<file path="src/rtl/multdiv_ctrl_if.sv">
// Bundles the request, iterative-unit and response signals of the mult/div controller.
// The master side is the execute stage plus the units. The slave side is multdiv_ctrl.
interface multdiv_ctrl_if #(
    parameter int TAG_W = 5
);
    logic             req_mult;
    logic             req_div;
    logic [31:0]      req_a;
    logic [31:0]      req_b;
    logic [TAG_W-1:0] req_tag;
    logic             req_ready;

    logic [31:0]      unit_operandA;
    logic [31:0]      unit_operandB;
    logic             ctrl_MULT;
    logic             ctrl_DIV;
    logic [31:0]      mult_result;
    logic             mult_exception;
    logic             mult_resultRDY;
    logic [31:0]      div_result;
    logic             div_exception;
    logic             div_resultRDY;

    logic             rsp_valid;
    logic [31:0]      rsp_result;
    logic             rsp_exception;
    logic             rsp_timeout;
    logic             rsp_is_div;
    logic [TAG_W-1:0] rsp_tag;
    logic             rsp_ack;
    logic             busy;

    modport master (
        output req_mult, req_div, req_a, req_b, req_tag,
        input  req_ready,
        input  unit_operandA, unit_operandB, ctrl_MULT, ctrl_DIV,
        output mult_result, mult_exception, mult_resultRDY,
        output div_result, div_exception, div_resultRDY,
        input  rsp_valid, rsp_result, rsp_exception, rsp_timeout, rsp_is_div, rsp_tag,
        output rsp_ack,
        input  busy
    );

    modport slave (
        input  req_mult, req_div, req_a, req_b, req_tag,
        output req_ready,
        output unit_operandA, unit_operandB, ctrl_MULT, ctrl_DIV,
        input  mult_result, mult_exception, mult_resultRDY,
        input  div_result, div_exception, div_resultRDY,
        output rsp_valid, rsp_result, rsp_exception, rsp_timeout, rsp_is_div, rsp_tag,
        input  rsp_ack,
        output busy
    );
endinterface

</file>
<file path="src/rtl/multdiv_ctrl.sv">
// Sequences one mult/div op: latch operands, pulse start, wait for RDY or timeout.
// Start pulse 1 cycle after accept, response 1 cycle after RDY; a held response blocks new requests.
module multdiv_ctrl #(
    parameter int TIMEOUT = 40,
    parameter int TAG_W   = 5
) (
    input  logic              clock,
    input  logic              reset,
    multdiv_ctrl_if.slave     bus
);
    localparam int CNT_W = (TIMEOUT > 2) ? $clog2(TIMEOUT) : 1;
    localparam logic [CNT_W-1:0] CNT_LAST = CNT_W'(TIMEOUT - 1);

    typedef enum logic [1:0] {IDLE, START, WAIT, RESP} state_t;

    state_t           state;
    logic [31:0]      op_a;
    logic [31:0]      op_b;
    logic [TAG_W-1:0] tag_q;
    logic             is_div;
    logic [CNT_W-1:0] cnt;
    logic             ctrl_mult_q;
    logic             ctrl_div_q;
    logic             rsp_valid_q;
    logic [31:0]      rsp_result_q;
    logic             rsp_exc_q;
    logic             rsp_to_q;
    logic             rsp_is_div_q;
    logic [TAG_W-1:0] rsp_tag_q;

    logic             sel_rdy;
    logic [31:0]      sel_result;
    logic             sel_exc;

    // Only the unit that was started is listened to.
    assign sel_rdy    = is_div ? bus.div_resultRDY : bus.mult_resultRDY;
    assign sel_result = is_div ? bus.div_result    : bus.mult_result;
    assign sel_exc    = is_div ? bus.div_exception : bus.mult_exception;

    always_ff @(posedge clock or negedge reset) begin
        if (!reset) begin
            state        <= IDLE;
            op_a         <= '0;
            op_b         <= '0;
            tag_q        <= '0;
            is_div       <= 1'b0;
            cnt          <= '0;
            ctrl_mult_q  <= 1'b0;
            ctrl_div_q   <= 1'b0;
            rsp_valid_q  <= 1'b0;
            rsp_result_q <= '0;
            rsp_exc_q    <= 1'b0;
            rsp_to_q     <= 1'b0;
            rsp_is_div_q <= 1'b0;
            rsp_tag_q    <= '0;
        end else begin
            ctrl_mult_q <= 1'b0;
            ctrl_div_q  <= 1'b0;
            case (state)
                IDLE: begin
                    if (bus.req_mult | bus.req_div) begin
                        op_a        <= bus.req_a;
                        op_b        <= bus.req_b;
                        tag_q       <= bus.req_tag;
                        is_div      <= ~bus.req_mult;
                        ctrl_mult_q <= bus.req_mult;
                        ctrl_div_q  <= ~bus.req_mult;
                        state       <= START;
                    end
                end
                START: begin
                    // RDY during the start cycle belongs to a previous op and is dropped.
                    cnt   <= '0;
                    state <= WAIT;
                end
                WAIT: begin
                    cnt <= cnt + 1'b1;
                    if (sel_rdy) begin
                        rsp_valid_q  <= 1'b1;
                        rsp_result_q <= sel_result;
                        rsp_exc_q    <= sel_exc;
                        rsp_to_q     <= 1'b0;
                        rsp_is_div_q <= is_div;
                        rsp_tag_q    <= tag_q;
                        state        <= RESP;
                    end else if (cnt == CNT_LAST) begin
                        rsp_valid_q  <= 1'b1;
                        rsp_result_q <= '0;
                        rsp_exc_q    <= 1'b1;
                        rsp_to_q     <= 1'b1;
                        rsp_is_div_q <= is_div;
                        rsp_tag_q    <= tag_q;
                        state        <= RESP;
                    end
                end
                RESP: begin
                    if (bus.rsp_ack) begin
                        rsp_valid_q <= 1'b0;
                        state       <= IDLE;
                    end
                end
                default: state <= IDLE;
            endcase
        end
    end

    assign bus.req_ready     = (state == IDLE);
    assign bus.busy          = (state != IDLE);
    assign bus.unit_operandA = op_a;
    assign bus.unit_operandB = op_b;
    assign bus.ctrl_MULT     = ctrl_mult_q;
    assign bus.ctrl_DIV      = ctrl_div_q;
    assign bus.rsp_valid     = rsp_valid_q;
    assign bus.rsp_result    = rsp_result_q;
    assign bus.rsp_exception = rsp_exc_q;
    assign bus.rsp_timeout   = rsp_to_q;
    assign bus.rsp_is_div    = rsp_is_div_q;
    assign bus.rsp_tag       = rsp_tag_q;
endmodule

</file>
<file path="src/flat_wrapper.sv">
// flat-port wrapper written by rule: the top's interface ports become plain ports
module multdiv_ctrl_flat 
#(
    parameter int TIMEOUT = 40,
    parameter int TAG_W   = 5
)
  (clock, reset, bus_req_mult, bus_req_div, bus_req_a, bus_req_b, bus_req_tag, bus_req_ready, bus_unit_operandA, bus_unit_operandB, bus_ctrl_MULT, bus_ctrl_DIV, bus_mult_result, bus_mult_exception, bus_mult_resultRDY, bus_div_result, bus_div_exception, bus_div_resultRDY, bus_rsp_valid, bus_rsp_result, bus_rsp_exception, bus_rsp_timeout, bus_rsp_is_div, bus_rsp_tag, bus_rsp_ack, bus_busy);
  multdiv_ctrl_if #(.TAG_W(TAG_W)) bus_i ();
  input  logic clock;
  input  logic reset;
  input wire logic [$bits(bus_i.req_mult)-1:0] bus_req_mult;
  input wire logic [$bits(bus_i.req_div)-1:0] bus_req_div;
  input wire logic [$bits(bus_i.req_a)-1:0] bus_req_a;
  input wire logic [$bits(bus_i.req_b)-1:0] bus_req_b;
  input wire logic [$bits(bus_i.req_tag)-1:0] bus_req_tag;
  output wire logic [$bits(bus_i.req_ready)-1:0] bus_req_ready;
  output wire logic [$bits(bus_i.unit_operandA)-1:0] bus_unit_operandA;
  output wire logic [$bits(bus_i.unit_operandB)-1:0] bus_unit_operandB;
  output wire logic [$bits(bus_i.ctrl_MULT)-1:0] bus_ctrl_MULT;
  output wire logic [$bits(bus_i.ctrl_DIV)-1:0] bus_ctrl_DIV;
  input wire logic [$bits(bus_i.mult_result)-1:0] bus_mult_result;
  input wire logic [$bits(bus_i.mult_exception)-1:0] bus_mult_exception;
  input wire logic [$bits(bus_i.mult_resultRDY)-1:0] bus_mult_resultRDY;
  input wire logic [$bits(bus_i.div_result)-1:0] bus_div_result;
  input wire logic [$bits(bus_i.div_exception)-1:0] bus_div_exception;
  input wire logic [$bits(bus_i.div_resultRDY)-1:0] bus_div_resultRDY;
  output wire logic [$bits(bus_i.rsp_valid)-1:0] bus_rsp_valid;
  output wire logic [$bits(bus_i.rsp_result)-1:0] bus_rsp_result;
  output wire logic [$bits(bus_i.rsp_exception)-1:0] bus_rsp_exception;
  output wire logic [$bits(bus_i.rsp_timeout)-1:0] bus_rsp_timeout;
  output wire logic [$bits(bus_i.rsp_is_div)-1:0] bus_rsp_is_div;
  output wire logic [$bits(bus_i.rsp_tag)-1:0] bus_rsp_tag;
  input wire logic [$bits(bus_i.rsp_ack)-1:0] bus_rsp_ack;
  output wire logic [$bits(bus_i.busy)-1:0] bus_busy;
  assign bus_i.req_mult = bus_req_mult;
  assign bus_i.req_div = bus_req_div;
  assign bus_i.req_a = bus_req_a;
  assign bus_i.req_b = bus_req_b;
  assign bus_i.req_tag = bus_req_tag;
  assign bus_req_ready = bus_i.req_ready;
  assign bus_unit_operandA = bus_i.unit_operandA;
  assign bus_unit_operandB = bus_i.unit_operandB;
  assign bus_ctrl_MULT = bus_i.ctrl_MULT;
  assign bus_ctrl_DIV = bus_i.ctrl_DIV;
  assign bus_i.mult_result = bus_mult_result;
  assign bus_i.mult_exception = bus_mult_exception;
  assign bus_i.mult_resultRDY = bus_mult_resultRDY;
  assign bus_i.div_result = bus_div_result;
  assign bus_i.div_exception = bus_div_exception;
  assign bus_i.div_resultRDY = bus_div_resultRDY;
  assign bus_rsp_valid = bus_i.rsp_valid;
  assign bus_rsp_result = bus_i.rsp_result;
  assign bus_rsp_exception = bus_i.rsp_exception;
  assign bus_rsp_timeout = bus_i.rsp_timeout;
  assign bus_rsp_is_div = bus_i.rsp_is_div;
  assign bus_rsp_tag = bus_i.rsp_tag;
  assign bus_i.rsp_ack = bus_rsp_ack;
  assign bus_busy = bus_i.busy;
  multdiv_ctrl #(.TIMEOUT(TIMEOUT), .TAG_W(TAG_W)) u_core (.clock(clock), .reset(reset), .bus(bus_i));
endmodule
</file>
<file path="config.mk">
export PLATFORM = sky130hd
export DESIGN_NAME = multdiv_ctrl_flat
export DESIGN_NICKNAME = d
export VERILOG_FILES = /design/src/rtl/multdiv_ctrl_if.sv /design/src/rtl/multdiv_ctrl.sv /design/src/flat_wrapper.sv
export SDC_FILE = /design/constraint.sdc
export NUM_CORES = 1
export LEC_CHECK = 0
export CAP_MARGIN = 0
export CORE_MARGIN = 3
export CORE_UTILIZATION = 41
export DETAILED_ROUTE_END_ITERATION = 8
export PLACE_DENSITY = 0.81
export SYNTH_ARGS = -nofsm -noshare
export SYNTH_HDL_FRONTEND = slang
export SYNTH_SLANG_ARGS = --single-unit
</file>
<file path="constraint.sdc">
create_clock -name clock -period 2.35 [get_ports clock]
set_input_delay 0.235 -clock clock [delete_from_list [all_inputs] [get_ports clock]]
set_output_delay 0.235 -clock clock [all_outputs]
set_load 0.02 [all_outputs]
</file>
Word-level counts from Yosys, hierarchy flattened
Index checks and enable logic that the tools add are counted.
- bitwise logic cells: 2
- equal/unequal tests: 7
- reduce and logical (&&, ||, !) cells: 9
- add/subtract/negate cells: 1
- mux-type cells: 25
- operators by type and width (cell ; number):
    $mux 32 ; 3
    $mux 1 ; 13
    $pmux 6 s2 ; 1
    $mux 5 ; 2
    $mux 2 ; 4
    $pmux 2 s4 ; 1
    $reduce_bool 2->1 ; 4
    $add 6x1->6 const B ; 1
    $eq 6x6->1 const B ; 1
    $reduce_and 3->1 ; 2
    $eq 2x2->1 const B ; 2
    $reduce_and 2->1 ; 2
    $ne 3x1->1 const B ; 1
    $eq 2x1->1 const B ; 1
    $logic_not 2->1 ; 1
    $ne 2x1->1 const B ; 1
    $ne 2x2->1 const B ; 1
    $pmux 1 s2 ; 1
    $not 1->1 ; 1
    $or 1x1->1 ; 1
- logic and storage cells: 58
- flip-flop bits (word level): 121

Depth between registers and ports, before layout
- word-level depth: 4
- depth in mapped cells: 8
- gate-level depth less buffers: 6

Worst setup path after synthesis
Ideal clock, no wire load.
- path kind: reg2reg
- start point: register u_core.state[0]
- end point: register u_core.op_a[25], in the netlist u_core.bus.unit_operandA[25]
- setup time: 125 ps
- buffers on the path: 2
- cell stages (with the launch flop): 7
- period minus slack after synthesis: 1808 ps
- arrival: 1683 ps
- slack: 542 ps
- path through: dfrtp_1 -> inv_1 -> ha_1 -> o21ai_2 -> buf_2 -> buf_2 -> mux2_2
- cells in the longest elaborated chain, start to end: 2
- RTL lines (item ; RTL line ; text):
    start: declaration ; multdiv_ctrl.sv:16 ; state_t state;
    start signal: assignment ; multdiv_ctrl.sv:42 ; state <= IDLE;
    start signal: assignment ; multdiv_ctrl.sv:68 ; state <= START;
    start signal: assignment ; multdiv_ctrl.sv:74 ; state <= WAIT;
    $logic_not 2->1 ; - ;
    named net bus_req_ready ; flat_wrapper.sv:16 ; output wire logic [$bits(bus_i.req_ready)-1:0] bus_req_ready;
    $reduce_and 2->1 (no source line) ; - ;
    end signal: assignment ; multdiv_ctrl.sv:62 ; op_a <= bus.req_a;
    end: declaration ; multdiv_ctrl.sv:17 ; logic [31:0] op_a;
The timed path passes the listed nets, and every way through them passes these cells.
A chain may end at the register's enable or synchronous reset.

Worst setup path after layout
- start point: register u_core.state[0]
- end point: output port bus_req_ready
- cells in the longest elaborated chain, start to end: 1
- RTL lines (item ; RTL line ; text):
    $logic_not 2->1 ; multdiv_ctrl.sv:107 ; assign bus.req_ready = (state == IDLE);
    end: declaration ; flat_wrapper.sv:16 ;
No other way between the ends.

==> results.txt <==
251 I/O pins were placed. The final hold violation count came to 0. The die covers 13,800 µm². The row count came out at 40. Setup violations remaining at the end of the flow were counted as 0.

The total via count in the routed design is approximately 4,000. STA classifies the critical path startpoint as a register. The antenna diode count came out at 0. The TritonCTS clock tree is built.

The largest net degree at the start of global routing is 76. The first global-routing pass estimated around 20 mm of wire. The maximum count of clock buffers along a single path is 2. The die height came out at 117 µm. Dividing total power by cell area gives a power density of 1460 nW/µm². The maximum operating frequency is 461 MHz. The met3 usage came out at between 4 and 5%. The clock transition time at the flip-flop clock pins of the worst setup and hold paths came out at 0.05 ns. The global-route track usage on met2 came out at 34.3%. Max-cap violations in this run came to 0. The number of CTS-inserted buffers came out at 17.

The worst-path maximum fanout came out at 8. The largest total area in the synthesized netlist belongs to sky130_fd_sc_hd__dfrtp_1. After legalization and detailed placement, the total HPWL measured approximately 10 mm. The worst path arrival time is ~1.9 ns. The die span in x came out at 117 µm.

The detailed-route DRC error count came out at 0. In the synthesized netlist the dominant register cell turns out to be sky130_fd_sc_hd__dfrtp_1. Counting the fill cells in the layout gives between 800 and 900. The number of pins with negative max-slew slack in the final report came out at 0. The fraction of post-synthesis cell area in the top cell type by area came out at 59.6%. The number of nets in the synthesized netlist is 522. The detailed router finished its first iteration with approximately 180 violations. During synthesis, Yosys emitted a total of 0 warnings. Averaged over all synthesized cells, the footprint is 13.5 µm². The maximum vdd drop came out at 1.51 mV. The most instantiated library cell after synthesis is sky130_fd_sc_hd__dfrtp_1.

The remaining max-slew budget at the tightest pin is 59.8%. The wire length per cell after detailed routing is 17.0 µm. The starting density of the core is 42.1%.

The core box area came out at approximately 12,000 µm². The clock period minus final worst setup slack came out at approximately 2.2 ns. The count of flip-flops with a built-in enable after synthesis is 0. The buffers inserted during post-CTS setup optimization is 0. The category of the critical setup timing path is register to output port. After synthesis, the cell types taking the most area are sky130_fd_sc_hd__dfrtp_1, sky130_fd_sc_hd__mux2_2, sky130_fd_sc_hd__mux2i_1. The fraction of layout cells with a size suffix above 1 is about a fifth.

The nature of the critical path endpoint is an output port. The transition time at the pin with the least slew margin came out at 0.603 ns. The number of antenna violations at the first check in global routing came out at 0. The layer flagged by global routing as most heavily used is met2. The synthesized instance count is 376. The number of I/O port buffers came out at 250. The vias per cell came out at 4.81. The number of synthesized register bits is 121.

The synthesis-to-layout area growth came out at 64.9%. The worst clock skew is 0.00661 ns. The via count of the first global-routing pass is 4,143. The sum of routed wire length over all layers is ~14 mm.

The post-synthesis cell type count is 37. The design draws 12,200 µW. The final clock period utilization by the worst path came out at 92.3%. The clock latency at the later pin of the worst-skew pair is around 0.41 ns.

The number of clock sinks seen by CTS is between 100 and 150. The flow ran to the end, and the final reports show no timing, DRC or antenna violations. The final weighted congestion in routability-driven placement came out at 0.744. The count of cells resized by post-cts repair came out at 0.

The number of levels the H-tree was split into came out at 4. In the synthesized netlist, the cells that appear most often are sky130_fd_sc_hd__dfrtp_1, sky130_fd_sc_hd__mux2_2, sky130_fd_sc_hd__nand2_1. The post-synthesis cell area came out at 5080 µm². Setup repair after global routing left no endpoint under its margin.

The fraction of synthesis flops using an asynchronous set or reset pin came out at 100%. The reported leakage power came out at 0.00357 µW. Summing the sequential cell areas from Yosys gives 59.6% of the chip area.

The met1 routing resource usage after global routing came out at 22.1%. Global routing used 19.6% of the available tracks across all layers. The detail route stage leaves a number of antenna-violating nets equal to 0. Adding up every negative setup slack in the final design gives 0 ns. The layout net count is 775.

At the worst endpoint, the required time is 2.12 ns. The class of the tightest hold or removal check is input pin to async pin. The total overflow left after global routing is 0.

For this run, the detailed router's first-pass iteration total came to 4. The root buffer cell chosen for the clock tree is sky130_fd_sc_hd__clkbuf_16.
==> registers in the layout (all words and copies together) (netlist names) <==
signal                    cells
u_core.bus.ctrl_DIV           1
u_core.bus.ctrl_MULT          1
u_core.bus.rsp_exception      1
u_core.bus.rsp_is_div         1
u_core.bus.rsp_result        32
u_core.bus.rsp_tag            5
u_core.bus.rsp_timeout        1
u_core.bus.rsp_valid          1
u_core.bus.unit_operandA     32
u_core.bus.unit_operandB     32
u_core.cnt                    6
u_core.is_div                 1
u_core.state                  2
u_core.tag_q                  5
==> where the power goes <==
group          internal [µW]  total [µW]  switching, µW
Clock                   1840        2700            862
Combinational           3050        5870           2820
Sequential              3100        3610            518
Total                   7990       12200           4200
==> cells by family after synthesis <==
family                     Yosys count  synth area share (%)
DFF                                121                  59.6
muxes                              109                  23.9
and+or+nand+nor                     59                  5.45
AOI/OAI and AO/OA                   49                  6.51
buffers and inverters               33                  3.35
adders and majority gates            4                 0.986
xor gates and xnor gates             1                 0.173
==> critical path, cell delays in order, from the launching register on <==
cell                              delay [ns]
sky130_fd_sc_hd__dfrtp_1                0.40
sky130_fd_sc_hd__inv_1                  0.09
sky130_fd_sc_hd__ha_1                   0.36
sky130_fd_sc_hd__clkdlybuf4s50_1        0.68
==> final timing paths <==
check	from	endpoint	slack, ns	depth (start not counted)
setup / recovery	u_core.state[0]$_DFFE_PN0P_	bus_req_ready	0.18	3
hold / removal	reset	u_core.bus.unit_operandB[21]$_DFFE_PN0P_	0.25	2
setup reg to reg	u_core.state[0]$_DFFE_PN0P_	u_core.bus.rsp_exception$_DFFE_PN0P_	0.41	6
hold reg to reg	u_core.tag_q[0]$_DFFE_PN0P_	u_core.bus.rsp_tag[0]$_DFFE_PN0P_	0.50	1
max in group asynchronous	reset	u_core.bus.rsp_result[29]$_DFFE_PN0P_	1.44	3
min in group clock	bus_req_b[18]	u_core.bus.unit_operandB[18]$_DFFE_PN0P_	0.43	2
==> metrics by stage <==
step	setup slack (ns)	area, µm²	util, %	hold WS, ns	instances
6_report	0.180	8370	69.4	0.252	809
3_5_place_dp	0.410	7740	64.2	0.117	777
3_3_place_gp	0.519	7740	64.2	0.114	777
2_1_floorplan	0.542	5080	-	-0.0606	376
4_1_cts	0.168	8370	69.4	0.245	809
5_1_grt	0.104	8370	69.4	0.251	809
==> placed cells by master (no fill, tap or decap), types with 2 or more instances in the layout <==
cell type / netlist / routed
sky130_fd_sc_hd__clkdlybuf4s50_1: 0 / 249
sky130_fd_sc_hd__mux2i_1: 32 / 32
sky130_fd_sc_hd__ha_1: 4 / 4
sky130_fd_sc_hd__mux2_2: 69 / 69
sky130_fd_sc_hd__nor2b_1: 3 / 3
sky130_fd_sc_hd__a21oi_1: 4 / 4
sky130_fd_sc_hd__clkbuf_1: 4 / 2
sky130_fd_sc_hd__mux2_4: 7 / 7
sky130_fd_sc_hd__buf_12: 0 / 2
sky130_fd_sc_hd__clkbuf_8: 0 / 3
sky130_fd_sc_hd__o22ai_1: 33 / 33
sky130_fd_sc_hd__nand3_1: 4 / 4
sky130_fd_sc_hd__bufinv_16: 0 / 4
sky130_fd_sc_hd__nand2_1: 37 / 37
sky130_fd_sc_hd__nor2_1: 5 / 5
sky130_fd_sc_hd__inv_1: 8 / 8
sky130_fd_sc_hd__clkbuf_16: 0 / 17
sky130_fd_sc_hd__buf_4: 1 / 7
sky130_fd_sc_hd__o21ai_0: 5 / 5
sky130_fd_sc_hd__dfrtp_1: 121 / 120
sky130_fd_sc_hd__clkinv_2: 0 / 5
==> metal layers <==
layer	vias to the layer above	wire (µm)
li1	1844	-
met3	32	886
met5	-	0
met1	1872	5080
met4	0	413
met2	142	7350
==> cell type report <==
class	instances	area [µm²]	share of cell area, %
sequential	121	3030	36.2
clock inverter	9	145	1.73
timing repair buffer	259	2590	31.0
tap	168	210	2.51
multi-input combinational	222	1890	22.5
clock buffer	22	474	5.67
inverter	8	30.0	0.359
==> what timing repair did <==
action,CTS,global route
hold endpoints to repair,15,0
hold buffers,1,0
setup endpoints to repair,0,0
Power figures use the tool's default switching activity.
